**src/rtl/alu_control_unit.sv**
```systemverilog
// rtl/alu_control_unit.sv - Moore control sequencer for the 32-bit single-bus datapath
// Optional feature macro: CU_MULDIV_EN enables the mul/div sequence (T3-T6).
module alu_control_unit #(
  parameter int unsigned NUM_REGS = 16
) (
  input  logic                Clock,
  input  logic                clr,
  input  logic                start,
  input  logic [31:0]         ir,
  input  logic                mem_ready,
  output logic                PCout,
  output logic                Zlowout,
  output logic                Zhighout,
  output logic                MDRout,
  output logic [NUM_REGS-1:0] Rout,
  output logic [NUM_REGS-1:0] Rin,
  output logic                PCin,
  output logic                IRin,
  output logic                Yin,
  output logic                Zin,
  output logic                MARin,
  output logic                MDRin,
  output logic                HIin,
  output logic                LOin,
  output logic                IncPC,
  output logic                Read,
  output logic [4:0]          ALU_select,
  output logic                run,
  output logic                illegal_op
);

  typedef enum logic [3:0] {
    IDLE,
    T0,
    T1,
    T2,
    T3,
    T4,
    T5,
`ifdef CU_MULDIV_EN
    T6,
`endif
    HALT
  } state_t;

  state_t state, state_next;
  logic   t1_entry;
  logic   armed;

  logic [4:0] opcode;
  logic [3:0] ra, rb, rc;
  logic       is_binary, is_unary, is_muldiv, is_nop, is_halt;
  logic       unused_ir;

  assign opcode    = ir[31:27];
  assign ra        = ir[26:23];
  assign rb        = ir[22:19];
  assign rc        = ir[18:15];
  assign unused_ir = ^ir[14:0];

  assign is_binary = (opcode[4:3] == 2'b00);
  assign is_unary  = (opcode == 5'b01000) || (opcode == 5'b01001);
`ifdef CU_MULDIV_EN
  assign is_muldiv = (opcode == 5'b01010) || (opcode == 5'b01011);
`else
  assign is_muldiv = 1'b0;
`endif
  assign is_nop    = (opcode == 5'b11010);
  assign is_halt   = (opcode == 5'b11011);

  // Indices beyond the register file select nothing.
  function automatic logic [NUM_REGS-1:0] reg_sel(input logic [3:0] idx);
    logic [NUM_REGS-1:0] sel;
    sel = '0;
    for (int unsigned i = 0; i < NUM_REGS; i++) begin
      if ({28'd0, idx} == i) sel[i] = 1'b1;
    end
    return sel;
  endfunction

  // armed keeps the first edge after reset release in IDLE; t1_entry marks the first T1 cycle.
  always_ff @(posedge Clock or negedge clr) begin
    if (!clr) begin
      state    <= IDLE;
      t1_entry <= 1'b0;
      armed    <= 1'b0;
    end else begin
      state    <= state_next;
      t1_entry <= (state == T0);
      armed    <= 1'b1;
    end
  end

  always_comb begin
    state_next = state;
    PCout      = 1'b0;
    Zlowout    = 1'b0;
    Zhighout   = 1'b0;
    MDRout     = 1'b0;
    Rout       = '0;
    Rin        = '0;
    PCin       = 1'b0;
    IRin       = 1'b0;
    Yin        = 1'b0;
    Zin        = 1'b0;
    MARin      = 1'b0;
    MDRin      = 1'b0;
    HIin       = 1'b0;
    LOin       = 1'b0;
    IncPC      = 1'b0;
    Read       = 1'b0;
    ALU_select = 5'd0;
    illegal_op = 1'b0;
    run        = (state != IDLE) && (state != HALT);

    case (state)
      IDLE: begin
        if (start && armed) state_next = T0;
      end
      T0: begin
        PCout      = 1'b1;
        MARin      = 1'b1;
        IncPC      = 1'b1;
        Zin        = 1'b1;
        state_next = T1;
      end
      T1: begin
        Zlowout = t1_entry;
        PCin    = t1_entry;
        Read    = 1'b1;
        MDRin   = 1'b1;
        if (mem_ready) state_next = T2;
      end
      T2: begin
        MDRout     = 1'b1;
        IRin       = 1'b1;
        state_next = T3;
      end
      T3: begin
        if (is_binary || is_unary) begin
          Rout       = reg_sel(rb);
          Yin        = 1'b1;
          state_next = T4;
        end else if (is_muldiv) begin
          Rout       = reg_sel(ra);
          Yin        = 1'b1;
          state_next = T4;
        end else if (is_halt) begin
          state_next = HALT;
        end else begin
          illegal_op = !is_nop;
          state_next = T0;
        end
      end
      T4: begin
        Zin        = 1'b1;
        ALU_select = opcode;
        Rout       = is_binary ? reg_sel(rc) : reg_sel(rb);
        state_next = T5;
      end
      T5: begin
        Zlowout    = 1'b1;
        state_next = T0;
`ifdef CU_MULDIV_EN
        if (is_muldiv) begin
          LOin       = 1'b1;
          state_next = T6;
        end else begin
          Rin = reg_sel(ra);
        end
`else
        Rin = reg_sel(ra);
`endif
      end
`ifdef CU_MULDIV_EN
      T6: begin
        Zhighout   = 1'b1;
        HIin       = 1'b1;
        state_next = T0;
      end
`endif
      HALT: begin
        state_next = HALT;
      end
      default: begin
        state_next = IDLE;
      end
    endcase
  end

endmodule
```
**config.mk**
```make
export PLATFORM = sky130hd
export DESIGN_NAME = alu_control_unit
export DESIGN_NICKNAME = d
export VERILOG_FILES = /design/src/rtl/alu_control_unit.sv
export SDC_FILE = /design/constraint.sdc
export NUM_CORES = 1
export LEC_CHECK = 0
export BUFFER_PORTS_ARGS = -buffer_cell sky130_fd_sc_hd__buf_2
export CELL_PAD_IN_SITES_DETAIL_PLACEMENT = 0
export CELL_PAD_IN_SITES_GLOBAL_PLACEMENT = 1
export CORE_MARGIN = 2
export CORE_UTILIZATION = 28
export CTS_BUF_LIST = sky130_fd_sc_hd__clkbuf_4 sky130_fd_sc_hd__clkbuf_8 sky130_fd_sc_hd__clkbuf_16
export DETAILED_ROUTE_END_ITERATION = 10
export GPL_ROUTABILITY_DRIVEN = 0
export GPL_TIMING_DRIVEN = 0
export PLACE_DENSITY = 0.84
export SYNTH_ARGS = -nofsm -noshare
export SYNTH_HDL_FRONTEND = slang
export SYNTH_SLANG_ARGS = --single-unit
export TNS_END_PERCENT = 100
```
**constraint.sdc**
```tcl
create_clock -name Clock -period 2.2 [get_ports Clock]
set_clock_uncertainty 0.2 [all_clocks]
set_input_delay 0.22 -clock Clock [delete_from_list [all_inputs] [get_ports Clock]]
set_output_delay 0.22 -clock Clock [all_outputs]
set_load 0.01 [all_outputs]
```
==> key figures <==
Run status
  • Status: complete, no violations

Die
  • Core ar.: roughly 0.0037 mm²
  • Initial Util: 0.2988
  • Row Count: 22
  • Number of I/O pins: 89
  • Die area: ~0.0045 mm²
  • Die Height: 67.21 µm
  • Die width: 67.21 µm

Synthesis
  • Most used flip-flop cell after synthesis: dfrtp_1
  • Async set or reset register ratio after synthesis: 1.000
  • Yosys warns: 0
  • Seq/Total Area, Yosys: 0.1119
  • Mapped Cells: 153
  • Syn avg cell area: 7.311 µm²
  • Post-Syn Area: between 0.001 and 0.0015 mm²
  • Synthesis-stage register bit count: 5
  • Distinct cells, synth: 45
  • Post-synth EDFFs: 0

Run
  • Max-cap violations: 0

Min path
  • Hold Path Stages: 3
  • Hold path startpoint: mem_ready
  • Worst hold path endpoint: state[0]$_DFFE_PN0P_
  • Worst hold path class: in2reg

Route
  • Drt wl/cell: 12.68 µm
  • Initial drt markers: 125
  • First-pass DRT Iterations: 4
  • Vias: 1411
  • DR DRC count: 0
  • Remaining antenna violation count: 0
  • Wirelength, routed: 3500 µm
  • Post-DR vias/cell: between 5 and 6

Clock network
  • Cts bufs inserted: 3
  • Reg clk slew, reported paths: 0.04 ns
  • Cts repair resizes: 0
  • CTS tree: built
  • # clock sinks: 5
  • Clock buffer depth: 2
  • CTS H-tree depth: 1
  • Worst skew pair latency: 0.22 ns
  • Clk root buf: clkbuf_8

STA
  • Hold Fails Final Rpt: 0
  • TNS Setup: 0 ns
  • Clock period minus worst slack: 2.078 ns
  • Final setup vio count: 0
  • Slew headroom: 0.6397
  • Unrepaired setup endpoints after global routing: false
  • Max Slew Vio Count: 0
  • Max Clk Rate: 481.2 MHz
  • Tightest Pin Transition: between 0.5 and 0.6 ns
  • Worst setup margin: roughly 0.12 ns
  • Tcrit/Tclk final: 0.9446

Layout
  • Final core utilization: 0.4235
  • Final #Nets: 265
  • Commonest non-fill, non-tap cell in the layout: buf_2
  • Share of post-route cells with drive strength above 1: 0.4430
  • Commonest cells after routing, fill and taps aside: buf_2 (70), nor2_1 (18), nand2_1 (15), o22ai_1 (13), a32oi_1 (12)
  • Ant. Diodes: 0
  • Area Growth Syn to Fin: 41.72%

Power and ir drop
  • Peak VDD IR: 575.4 µV
  • Power density over the cells: just under 700 mW/mm²
  • P_leak: roughly 0.00077 µW
  • Final Total Pwr: roughly 1100 µW

Global route
  • Gr usage total: 0.1573
  • Largest net degree at the start of global routing: 11
  • First-pass GRT wire length: 5775 µm
  • Antenna violations before repair: 0
  • Global route overflow: 0
  • Vias in the first global route: 1304

Placed design
  • Post-DP HPWL: approximately 2700 µm
  • Pre-CTS setup slack: between 0.3 and 0.4 ns
  • Port bufs: 68

Worst setup path
  • Worst reg2reg path depth: 3
  • CP Max Fanout: 10
  • Crit start category: flip-flop
  • Worst EP arrival: 1.66 ns
  • Setup crit end kind: output port
  • Capture point of the worst reg-to-reg path: t1_entry$_DFF_PN0_
  • Setup CP Type: reg2out
  • Critical Path RT: 1.78 ns
  • RR Startpoint: state[2]$_DFFE_PN0P_
  • Reg2reg setup slack: 0.72 ns
## state kept, by name (all words and copies together) (netlist names)
register  count
t1_entry      1
state         3
armed         1
## cell families (layout without fill, tap and decap cells)
| kind of cell | count (synthesis) | after routing | share of synthesized area |
|---|---|---|---|
| buffers and inverters | 25 | 98 | 0.1499 |
| AND/OR/NAND/NOR | 78 | 78 | 0.4295 |
| flip-flops | 5 | 5 | 0.1119 |
| other | 2 | 4 | 0.006714 |
| multiplexers | 1 | 1 | 0.01342 |
| AO/OA/AOI/OAI | 42 | 42 | 0.2886 |
## what timing repair did
item | in CTS | in global routing
hold buffers | 1 | 0
endpoints found under the setup margin | 0 | 0
endpoints found under the hold margin | 5 | 0
setup buffers | 0 | 0
## layout make-up
cell class / count / area, µm²
Buffer: 19 / 145.1
Clock buffer: 4 / 48.80
Fill cell: 414 / 2158
Inverter: 6 / 22.52
Multi-Input combinational cell: 125 / 833.3
Sequential cell: 5 / 125.1
Tap cell: 48 / 60.06
Timing Repair Buffer: 69 / 350.3
## metrics by stage
stage	cells	hold slack (ns)	instance area, µm²
6_report	276	0.09835	1585
5_1_grt	276	0.1481	1585
4_1_cts	276	0.09909	1585
3_5_place_dp	271	-0.1575	1526
3_3_place_gp	271	-0.1617	1526
2_1_floorplan	155	-0.2756	1126
## worst max-delay path: stages, from the launching register on
cell and delay [ns]:
dfrtp_1 0.44, buf_2 0.22, buf_4 0.19, nor3_1 0.29
buf_4 0.17, buf_2 0.12
## Yosys cell counts (4+ instances only)
cell type	number	area, µm²
a32oi_1	12	105.1
and3_1	5	31.28
o22ai_1	13	81.33
nor3_1	8	40.04
dfrtp_1	5	125.1
buf_4	9	67.56
nor2b_1	6	37.54
nor2_1	18	67.56
buf_6	5	56.30
inv_1	5	18.77
nand2b_1	4	25.02
nand2_1	15	56.30
## worst max-delay path by stage
stage	to	startpoint	slack, ns
3_5_place_dp	MARin	state[2]$_DFFE_PN0P_	0.35
2_1_floorplan	MARin	state[2]$_DFFE_PN0P_	0.38
4_1_cts	MARin	state[2]$_DFFE_PN0P_	0.10
5_1_grt	MARin	state[2]$_DFFE_PN0P_	0.01
6_report	MARin	state[2]$_DFFE_PN0P_	0.12
3_3_place_gp	PCout	state[2]$_DFFE_PN0P_	0.34
## where the power goes
group,switching (µW),leakage [µW],internal (µW)
clock,46.3,0.0000262,137
sequential,24.6,0.0000620,128
combinational,418,0.000683,316
## per-layer routing
layer | vias up | routed length, µm | global-route usage
li1 | 723 | - | -
met1 | 640 | 1641 | 0.2188
met2 | 46 | 1667 | 0.2636
met3 | 2 | 177 | 0.01000
met4 | 0 | 14 | 0.04082
met5 | - | 0 | 0
Note: power is estimated with default switching activity, not from simulation.
